### config.mk
export PLATFORM = sky130hd
export DESIGN_NAME = reg_bank_arbiter
export DESIGN_NICKNAME = d
export VERILOG_FILES = /design/src/rtl/reg_bank_arbiter_pkg.sv /design/src/rtl/rr_picker.sv /design/src/rtl/reg_bank_arbiter.sv
export SDC_FILE = /design/constraint.sdc
export NUM_CORES = 1
export LEC_CHECK = 0
export BUFFER_PORTS_ARGS = -buffer_cell sky130_fd_sc_hd__buf_2
export CAP_MARGIN = 15
export CORE_ASPECT_RATIO = 0.5
export CORE_UTILIZATION = 42
export DETAILED_ROUTE_END_ITERATION = 10
export GPL_ROUTABILITY_DRIVEN = 0
export PLACE_DENSITY = 0.9
export SLEW_MARGIN = 10
export SYNTH_ARGS = -nofsm -noshare
export SYNTH_HDL_FRONTEND = slang
export SYNTH_SLANG_ARGS = --single-unit
export TNS_END_PERCENT = 1
### constraint.sdc
create_clock -name CLK -period 2.07 [get_ports CLK]
set_input_delay 0.414 -clock CLK [delete_from_list [all_inputs] [get_ports CLK]]
set_output_delay 0.414 -clock CLK [all_outputs]
set_load 0.02 [all_outputs]
### src/rtl/reg_bank_arbiter_pkg.sv
// Shared types and the round-robin search helper for reg_bank_arbiter and rr_picker.
package reg_bank_arbiter_pkg;

  localparam int unsigned MAX_NREQ = 8;
  localparam int unsigned MAX_IW   = 3;

  typedef enum logic {IDLE, WRITE} arb_state_t;

  // First set bit of req at or after ptr, wrapping modulo nreq (nreq <= MAX_NREQ).
  function automatic logic [MAX_IW-1:0] rr_index(input logic [MAX_NREQ-1:0] req,
                                                 input logic [MAX_IW-1:0]   ptr,
                                                 input int unsigned         nreq);
    logic [MAX_IW-1:0] idx;
    logic              found;
    logic [31:0]       k;
    idx   = '0;
    found = 1'b0;
    for (int unsigned i = 0; i < MAX_NREQ; i++) begin
      if (i < nreq && !found) begin
        k = (32'(ptr) + i) % nreq;
        if (req[k[MAX_IW-1:0]]) begin
          idx   = k[MAX_IW-1:0];
          found = 1'b1;
        end
      end
    end
    return idx;
  endfunction

endpackage

### src/rtl/rr_picker.sv
// Combinational round-robin priority picker: first requester at or after ptr wins.
module rr_picker
  import reg_bank_arbiter_pkg::*;
#(
  parameter  int NREQ = 4,
  localparam int IW   = $clog2(NREQ)
) (
  input  logic [NREQ-1:0] req,
  input  logic [IW-1:0]   ptr,
  output logic [IW-1:0]   idx,
  output logic            valid
);

  logic [MAX_NREQ-1:0] req_pad;

  assign req_pad = MAX_NREQ'(req);
  assign idx     = IW'(rr_index(req_pad, MAX_IW'(ptr), NREQ));
  assign valid   = |req;

endmodule

### src/rtl/reg_bank_arbiter.sv
// Round-robin write arbiter/sequencer for a CE-gated register bank.
// Optional grant hold via `define REG_ARB_LOCK_EN.
module reg_bank_arbiter
  import reg_bank_arbiter_pkg::*;
#(
  parameter  int NREQ  = 4,
  parameter  int WIDTH = 8,
  parameter  int DEPTH = 4,
  localparam int AW    = (DEPTH > 1) ? $clog2(DEPTH) : 1,
  localparam int IW    = $clog2(NREQ)
) (
  input  logic                  CLK,
  input  logic                  RST,
  input  logic [NREQ-1:0]       REQ,
  input  logic [NREQ*AW-1:0]    ADDR,
  input  logic [NREQ*WIDTH-1:0] WDATA,
  input  logic [NREQ-1:0]       LOCK,
  output logic [NREQ-1:0]       ACK,
  output logic                  ERR,
  output logic [IW-1:0]         GNT_ID,
  output logic                  BUSY,
  output logic [WIDTH-1:0]      REG_D,
  output logic [DEPTH-1:0]      REG_CE
);

  arb_state_t       state_q, state_d;
  logic [IW-1:0]    ptr_q, ptr_d, gnt_q, gnt_d;
  logic [NREQ-1:0]  ack_q, ack_d;
  logic [DEPTH-1:0] ce_q, ce_d;
  logic [WIDTH-1:0] d_q, d_d;
  logic             err_q, err_d, busy_q, busy_d;

  logic [NREQ-1:0]  pick_req;
  logic [IW-1:0]    pick_ptr, pick_idx;
  logic             pick_vld;
  logic [AW-1:0]    win_addr;

  function automatic logic [IW-1:0] inc_ptr(input logic [IW-1:0] p);
    return (p == IW'(NREQ - 1)) ? '0 : p + 1'b1;
  endfunction

`ifdef REG_ARB_LOCK_EN
  logic lock_q, lock_d;
`else
  logic unused_lock;
  assign unused_lock = ^LOCK;
`endif

  rr_picker #(.NREQ(NREQ)) u_pick (
    .req   (pick_req),
    .ptr   (pick_ptr),
    .idx   (pick_idx),
    .valid (pick_vld)
  );

  // While locked, only the holder may win; once it lets go, search resumes just past it.
  always_comb begin
    pick_req = REQ;
    pick_ptr = ptr_q;
`ifdef REG_ARB_LOCK_EN
    if (lock_q) begin
      if (REQ[gnt_q]) pick_req = NREQ'(1) << gnt_q;
      else            pick_ptr = inc_ptr(gnt_q);
    end
`endif
    win_addr = ADDR[pick_idx*AW +: AW];
  end

  // Outputs are computed here and registered, so they appear during the WRITE cycle.
  always_comb begin
    state_d = state_q;
    ptr_d   = ptr_q;
    gnt_d   = gnt_q;
    ack_d   = '0;
    ce_d    = '0;
    d_d     = d_q;
    err_d   = 1'b0;
    busy_d  = 1'b0;
`ifdef REG_ARB_LOCK_EN
    lock_d  = lock_q;
`endif
    case (state_q)
      IDLE: begin
`ifdef REG_ARB_LOCK_EN
        if (lock_q && !REQ[gnt_q]) begin
          lock_d = 1'b0;
          ptr_d  = inc_ptr(gnt_q);
        end
`endif
        if (pick_vld) begin
          state_d = WRITE;
          gnt_d   = pick_idx;
          d_d     = WDATA[pick_idx*WIDTH +: WIDTH];
          ack_d   = NREQ'(1) << pick_idx;
          busy_d  = 1'b1;
          if (32'(win_addr) < DEPTH) ce_d = DEPTH'(1) << win_addr;
          else                       err_d = 1'b1;
        end
      end
      WRITE: begin
        state_d = IDLE;
`ifdef REG_ARB_LOCK_EN
        if (LOCK[gnt_q]) begin
          lock_d = 1'b1;
        end else begin
          lock_d = 1'b0;
          ptr_d  = inc_ptr(gnt_q);
        end
`else
        ptr_d = inc_ptr(gnt_q);
`endif
      end
      default: state_d = IDLE;
    endcase
  end

  always_ff @(posedge CLK) begin
    if (RST) begin
      state_q <= IDLE;
      ptr_q   <= '0;
      gnt_q   <= '0;
      ack_q   <= '0;
      ce_q    <= '0;
      d_q     <= '0;
      err_q   <= 1'b0;
      busy_q  <= 1'b0;
`ifdef REG_ARB_LOCK_EN
      lock_q  <= 1'b0;
`endif
    end else begin
      state_q <= state_d;
      ptr_q   <= ptr_d;
      gnt_q   <= gnt_d;
      ack_q   <= ack_d;
      ce_q    <= ce_d;
      d_q     <= d_d;
      err_q   <= err_d;
      busy_q  <= busy_d;
`ifdef REG_ARB_LOCK_EN
      lock_q  <= lock_d;
`endif
    end
  end

  assign ACK    = ack_q;
  assign ERR    = err_q;
  assign GNT_ID = gnt_q;
  assign BUSY   = busy_q;
  assign REG_D  = d_q;
  assign REG_CE = ce_q;

endmodule

==> results of run 1 <==
[per-stage QoR]
step | setup WS, ns | instances | power (mW) | cell area [µm²]
detailed placement | 0.03516 | 214 | 0.8196 | 1448
floorplan | 0.3364 | 119 | 0.7232 | 1121
global placement | 0.1076 | 214 | 0.8070 | 1448
global route | 0.1978 | 218 | 1.139 | 1494
CTS | 0.3147 | 218 | 1.087 | 1494
finish | 0.3288 | 218 | 1.081 | 1494
[state kept, by name, indices dropped and copies added, names as in the netlist]
signal,flops
state_q,1
pick_ptr,2
REG_D,8
ACK,4
GNT_ID,2
REG_CE,4
[layout make-up]
| cell class | instances | area share (%) |
|---|---|---|
| Clock buffer | 3 | 2.764 |
| Clock inverter | 1 | 0.3350 |
| Inverter | 9 | 2.261 |
| Multi-Input combinational cell | 80 | 38.78 |
| Sequential cell | 21 | 28.14 |
| Tap cell | 35 | 2.931 |
| Timing Repair Buffer | 69 | 24.79 |
[power breakdown]
group | switching, mW | leakage (nW) | internal [mW] | total, mW
registers | 0.0213 | 0.173 | 0.443 | 0.464
logic | 0.186 | 0.562 | 0.158 | 0.344
clock network | 0.139 | 0.0255 | 0.134 | 0.273
total | 0.346 | 0.761 | 0.735 | 1.08
[worst min-delay path by stage]
stage	cells after the start	end	start	slack (ns)
detailed placement	1	REG_D[2]$_SDFFE_PP0P_	REG_D[2]$_SDFFE_PP0P_	0.45
global route	2	pick_ptr[0]$_SDFFE_PP0P_	RST	0.34
floorplan	1	pick_ptr[0]$_SDFFE_PP0P_	RST	0.49
finish	2	pick_ptr[0]$_SDFFE_PP0P_	RST	0.34
CTS	2	pick_ptr[0]$_SDFFE_PP0P_	RST	0.33
global placement	1	REG_D[0]$_SDFFE_PP0P_	REG_D[0]$_SDFFE_PP0P_	0.44
[worst reg2reg max path, cell delays in order, from the launching register on]
cell and delay [ns]:
dfxtp_1 0.38, nor2b_1 0.07, nor3_1 0.18, o22a_1 0.20, buf_12 0.21, mux2i_1 0.13
mux2_2 0.29, and3_1 0.18
[routing by layer]
metal | share of wire (%) | routed length [µm]
met4 | 1.6 | 40
met3 | 5.0 | 128
met5 | 0 | 0
met2 | 51 | 1300
met1 | 43 | 1089
[layout by cell type (no fill, tap or decap), types with 7 or more instances in the layout]
cell and n:
nand2_1 11, nor2_1 7, inv_1 9, o21ai_1 7
buf_2 64, mux2i_1 15, a21oi_2 7, dfxtp_1 21
a32o_1 8
[cell families after synthesis]
group / count (synthesis) / share of synthesized area (%)
compound gates: 28 / 19.75
fa+ha+maj: 1 / 1.116
buf+inv: 18 / 10.82
flops: 21 / 37.50
mux: 17 / 15.62
other cells: 1 / 0.3345
simple gates: 33 / 14.85
==> flow_metrics.tcl, run 1 <==
set metrics [dict create \
    postCtsSetupBuffers 0 \
    powerDensity_nw_per_um2 723.7 \
    async_flop_share_pct 0 \
    synth_cells 119 \
    drv_cap 0 \
    hold_viol_final 0 \
    nets 235 \
    cts_inserted_buffers 3 \
    cts_buffer_depth 2 \
    syn-num-nets 170 \
    ir_worst_vdd_v 0.0004080 \
    avgSynthCellArea_um2 9.421 \
    drtIter0Drc 41 \
    synthesis.area_um2 1121 \
    slew_violations 0 \
    multi_input_area_um2 579.3 \
    worstSetupStartpointType "input pin" \
    gr-usage-met3_pct 5.263 \
    status "completed" \
    clk_pin_slew_ns 0.08 \
    core_area_um2 2372 \
    wirelength_mm 2.558 \
    post_cts_resized 0 \
    rr_startpoint "pick_ptr[0]$_SDFFE_PP0P_" \
    start_util_pct 47.26 \
    drc_errors 0 \
    syn_to_final_growth_pct 33.26 \
    dieWidth_um 75.07 \
    grt_pass1_vias 960 \
    die_area_um2 2892 \
    wl_per_cell_um 11.73 \
    antenna_found_initial 0 \
    worst-r2r-cell-count 7 \
    rsz0062_at_grt "false" \
    synth-edff-count 0 \
    register_area_um2 420.4 \
    r2r_slack_ns 0.33 \
    crit_required_ns 2.23 \
    period_needed_ns 1.741 \
    post-synth-top-area-cell "dfxtp_1" \
    grt_max_degree 33 \
    vias 1059 \
    clock-sinks 21 \
    ys_seq_area_share_pct 37.50 \
    drt-pass1-iter-count 4 \
    final_core_util_pct 62.97 \
    grt_pass1_wl_mm 3.933 \
    top_usage_layer "met2" \
    fin_skew_ns 0.006273 \
    critPathTopFamily "compound AO/OA/AOI/OAI gates" \
    arrival_ns 1.90 \
    met2_usage_pct 36.04 \
    cts_tree "built" \
    crit_path_cell_trace "buf_2, nor2b_1, a21boi_1, o32a_1, buf_4, a21oi_2, o21ai_1, a32o_1" \
    drive_gt1_share_pct 45.90 \
    clock_latency_ns 0.27 \
    max_stage_delay_ns 0.45 \
    synth_common_cells "dfxtp_1, mux2i_1, nand2_1" \
    synth_most_common_cell "dfxtp_1" \
    cp_slowest_cell "o32a_1" \
    p_leak_nw 0.7607 \
    vias_per_cell 4.858 \
    synth-main-ff-cell "dfxtp_1" \
    ys_types 31 \
    grt.total_usage_pct 18.90 \
    whs_ns 0.3380 \
    setup_viol 0 \
    n_antenna_cell 0 \
    hpwl_mm 2.047 \
    synthTopCellsByArea "dfxtp_1, mux2i_1, a32o_1" \
    crit_path_end_kind "flip-flop" \
    path_buf_inv 2 \
    fin_crit_sh_pct 84.11 \
    holdBufCountCts 0 \
    ys_warn_count 0 \
    dieHeight_um 38.53 \
    hold_path_class "input pin to flip-flop" \
    row_count 12 \
    cp-startpoint "REQ[2]" \
    synth_top_area_share_pct 37.50 \
    setup_tns_ns 0 \
    critPathKind "input pin to flip-flop" \
    use_met1_pct 20.38 \
    crit_cells 8 \
    port-buffer-count 64 \
    clockRootBuffer "clkbuf_8" \
    crit_fanout 12 \
    clock.fmax_ghz 0.5743 \
    fillers 215 \
    cts_max_level 1 \
    grt_overflow 0 \
    r2r-end "REG_CE[2]$_SDFF_PP0_" \
    cp-endpoint "REG_D[5]$_SDFFE_PP0P_" \
    ant_nets 0 \
    io_pins 70 \
    yosys_register_bits 21 \
]
Power figures use the tool's default switching activity.
==> inputs of run 2 (changes only) <==
CORE_UTILIZATION = 38   (was 42)
PLACE_DENSITY = 0.86   (was 0.9)
clock period = 1.5 ns   (was 2.07 ns; I/O delays follow)
==> run 2 against run 1 <==
The run now ends with setup timing left. Largest cell class unchanged. Setup slack got worse by 0.47 ns. Die area up 10%. Clock-buffer cell count up 1. Sequential cell count is the same. Non-clock buffer count grew 12. Largest power group unchanged. Design area grew 6.7%. Hold slack worse by 0.11 ns. Global-route usage decreased by 2.4 points. Highest routed layer unchanged.
==> flow_metrics.tcl, run 2 (same netlist as run 1, synthesis figures left out) <==
set metrics [dict create \
    swShare_pct 31.26 \
    fin_crit_sh_pct 109.5 \
    cts_buffer_depth 2 \
    worst-r2r-cell-count 8 \
    power.switching_mw 0.4814 \
    whs_ns 0.2284 \
    drc_errors 0 \
    fillers 244 \
    arrival_ns 1.80 \
    layout_commonest_cell "buf_2" \
    io_pins 70 \
    grt_max_degree 19 \
    dieHeight_um 40.41 \
    hold_path_class "input pin to flip-flop" \
    cts_tree "built" \
    crit_required_ns 1.66 \
    p_seq_share_pct 41.5 \
    slew_violations 0 \
    ant_nets 0 \
    violations "setup timing" \
    finalPower_mw 1.540 \
    powerDensity_nw_per_um2 966.2 \
    grt.total_usage_pct 16.54 \
    crit_path_end_kind "flip-flop" \
    cell_internal_pwr_mw 1.059 \
    vias 1106 \
    drive_gt1_share_pct 50.77 \
    die_area_um2 3185 \
    grt_pass1_vias 903 \
    cts_inserted_buffers 3 \
    clock.fmax_ghz 0.6088 \
    clock-sinks 21 \
    place_inst 228 \
    combPwrFrac_pct 34.4 \
    drtIter0Drc 35 \
    syn_to_final_growth_pct 42.19 \
    rsz0062_at_grt "true" \
    hpwl_mm 2.116 \
    fin_ws_ns -0.1425 \
    fin_skew_ns 0.003428 \
    antenna_found_initial 0 \
    cts_max_level 1 \
    n_antenna_cell 0 \
    crit_fanout 18 \
    wirelength_mm 2.695 \
    final_cell_mix "buf_2, dfxtp_1, buf_4, mux2i_1, nand2_1" \
    hold_viol_final 0 \
    clk_pin_slew_ns 0.07 \
    vias_per_cell 4.767 \
    largest_reg_flops 8 \
    p_clk_share_pct 24.1 \
    clock_latency_ns 0.26 \
    row_count 13 \
    final_cells 232 \
    clockRootBuffer "clkbuf_8" \
    core_area_um2 2700 \
    postCtsSetupBuffers 0 \
    grt_overflow 0 \
    drv_cap 0 \
    p_leak_nw 0.8198 \
    wl_per_cell_um 11.62 \
    port-buffer-count 64 \
    ir_worst_vdd_v 0.0004492 \
    grt_pass1_wl_mm 3.808 \
    start_util_pct 41.52 \
    dieWidth_um 78.82 \
    period_needed_ns 1.642 \
    drt-pass1-iter-count 4 \
    hold_depth 2 \
    status "finished, violations left" \
    critPathKind "flip-flop to flip-flop" \
    worstSetupStartpointType "flip-flop" \
    nets 247 \
    place_ws_ns -0.3187 \
    setup_viol 12 \
]
-- run 2: critical path, cell delays in order (launching register included) --
cell	delay (ns)
dfxtp_2	0.34
nor2b_2	0.14
nor3b_2	0.06
o22a_1	0.21
buf_12	0.17
buf_4	0.17
a21oi_2	0.12
o21ai_1	0.07
a32o_1	0.25
-- run 2: worst paths after layout --
| path | slack [ns] | start | end |
|---|---|---|---|
| hold reg to reg | 0.46 | REG_D[7]$_SDFFE_PP0P_ | REG_D[7]$_SDFFE_PP0P_ |
| hold / removal | 0.23 | RST | pick_ptr[1]$_SDFFE_PP0P_ |
| setup reg to reg | -0.14 | pick_ptr[0]$_SDFFE_PP0P_ | REG_D[5]$_SDFFE_PP0P_ |
| setup / recovery | -0.14 | pick_ptr[0]$_SDFFE_PP0P_ | REG_D[5]$_SDFFE_PP0P_ |
-- run 2: stage by stage --
step                      util, %  cell area, µm²  TNS [ns]
final                       59.04            1594    -1.404
after global routing        59.04            1594    -2.470
after CTS                   58.85            1589    -1.360
after detailed placement    57.04            1540    -4.115
after global placement      57.04            1540    -3.426
after floorplan                 -            1121    -1.135
-- run 2: area by class of cell --
cell class | count | area, µm² | area share, %
sequential | 21 | 422.9 | 26.53
multi-input combinational | 80 | 585.6 | 36.73
timing repair buffer | 81 | 460.4 | 28.89
clock buffer | 4 | 45.04 | 2.826
inverter | 9 | 33.78 | 2.119
tap | 37 | 46.29 | 2.904
-- run 2: power by group through the flow --
stage	Sequential (mW)	Combinational [mW]	Clock [mW]
floorplan	0.713	0.285	0
global placement	0.649	0.511	0
detailed placement	0.651	0.525	0
CTS	0.639	0.527	0.377
global route	0.644	0.574	0.405
finish	0.639	0.530	0.371
-- run 2: what timing repair did --
item | 4_1_cts | 5_1_grt
pin swaps | 5 | 2
hold buffers | 0 | 0
setup endpoints to repair | 12 | 15
resized for setup | 2 | 2
-- run 2: per-layer routing --
metal	vias up	share of wire [%]	wire, µm	global-route usage [%]
met4	0	1.7	45	8.636
met2	27	53	1419	32.83
met5	-	0	0	0
li1	572	-	-	-
met3	5	5.2	140	5.455
met1	502	40	1090	16.69
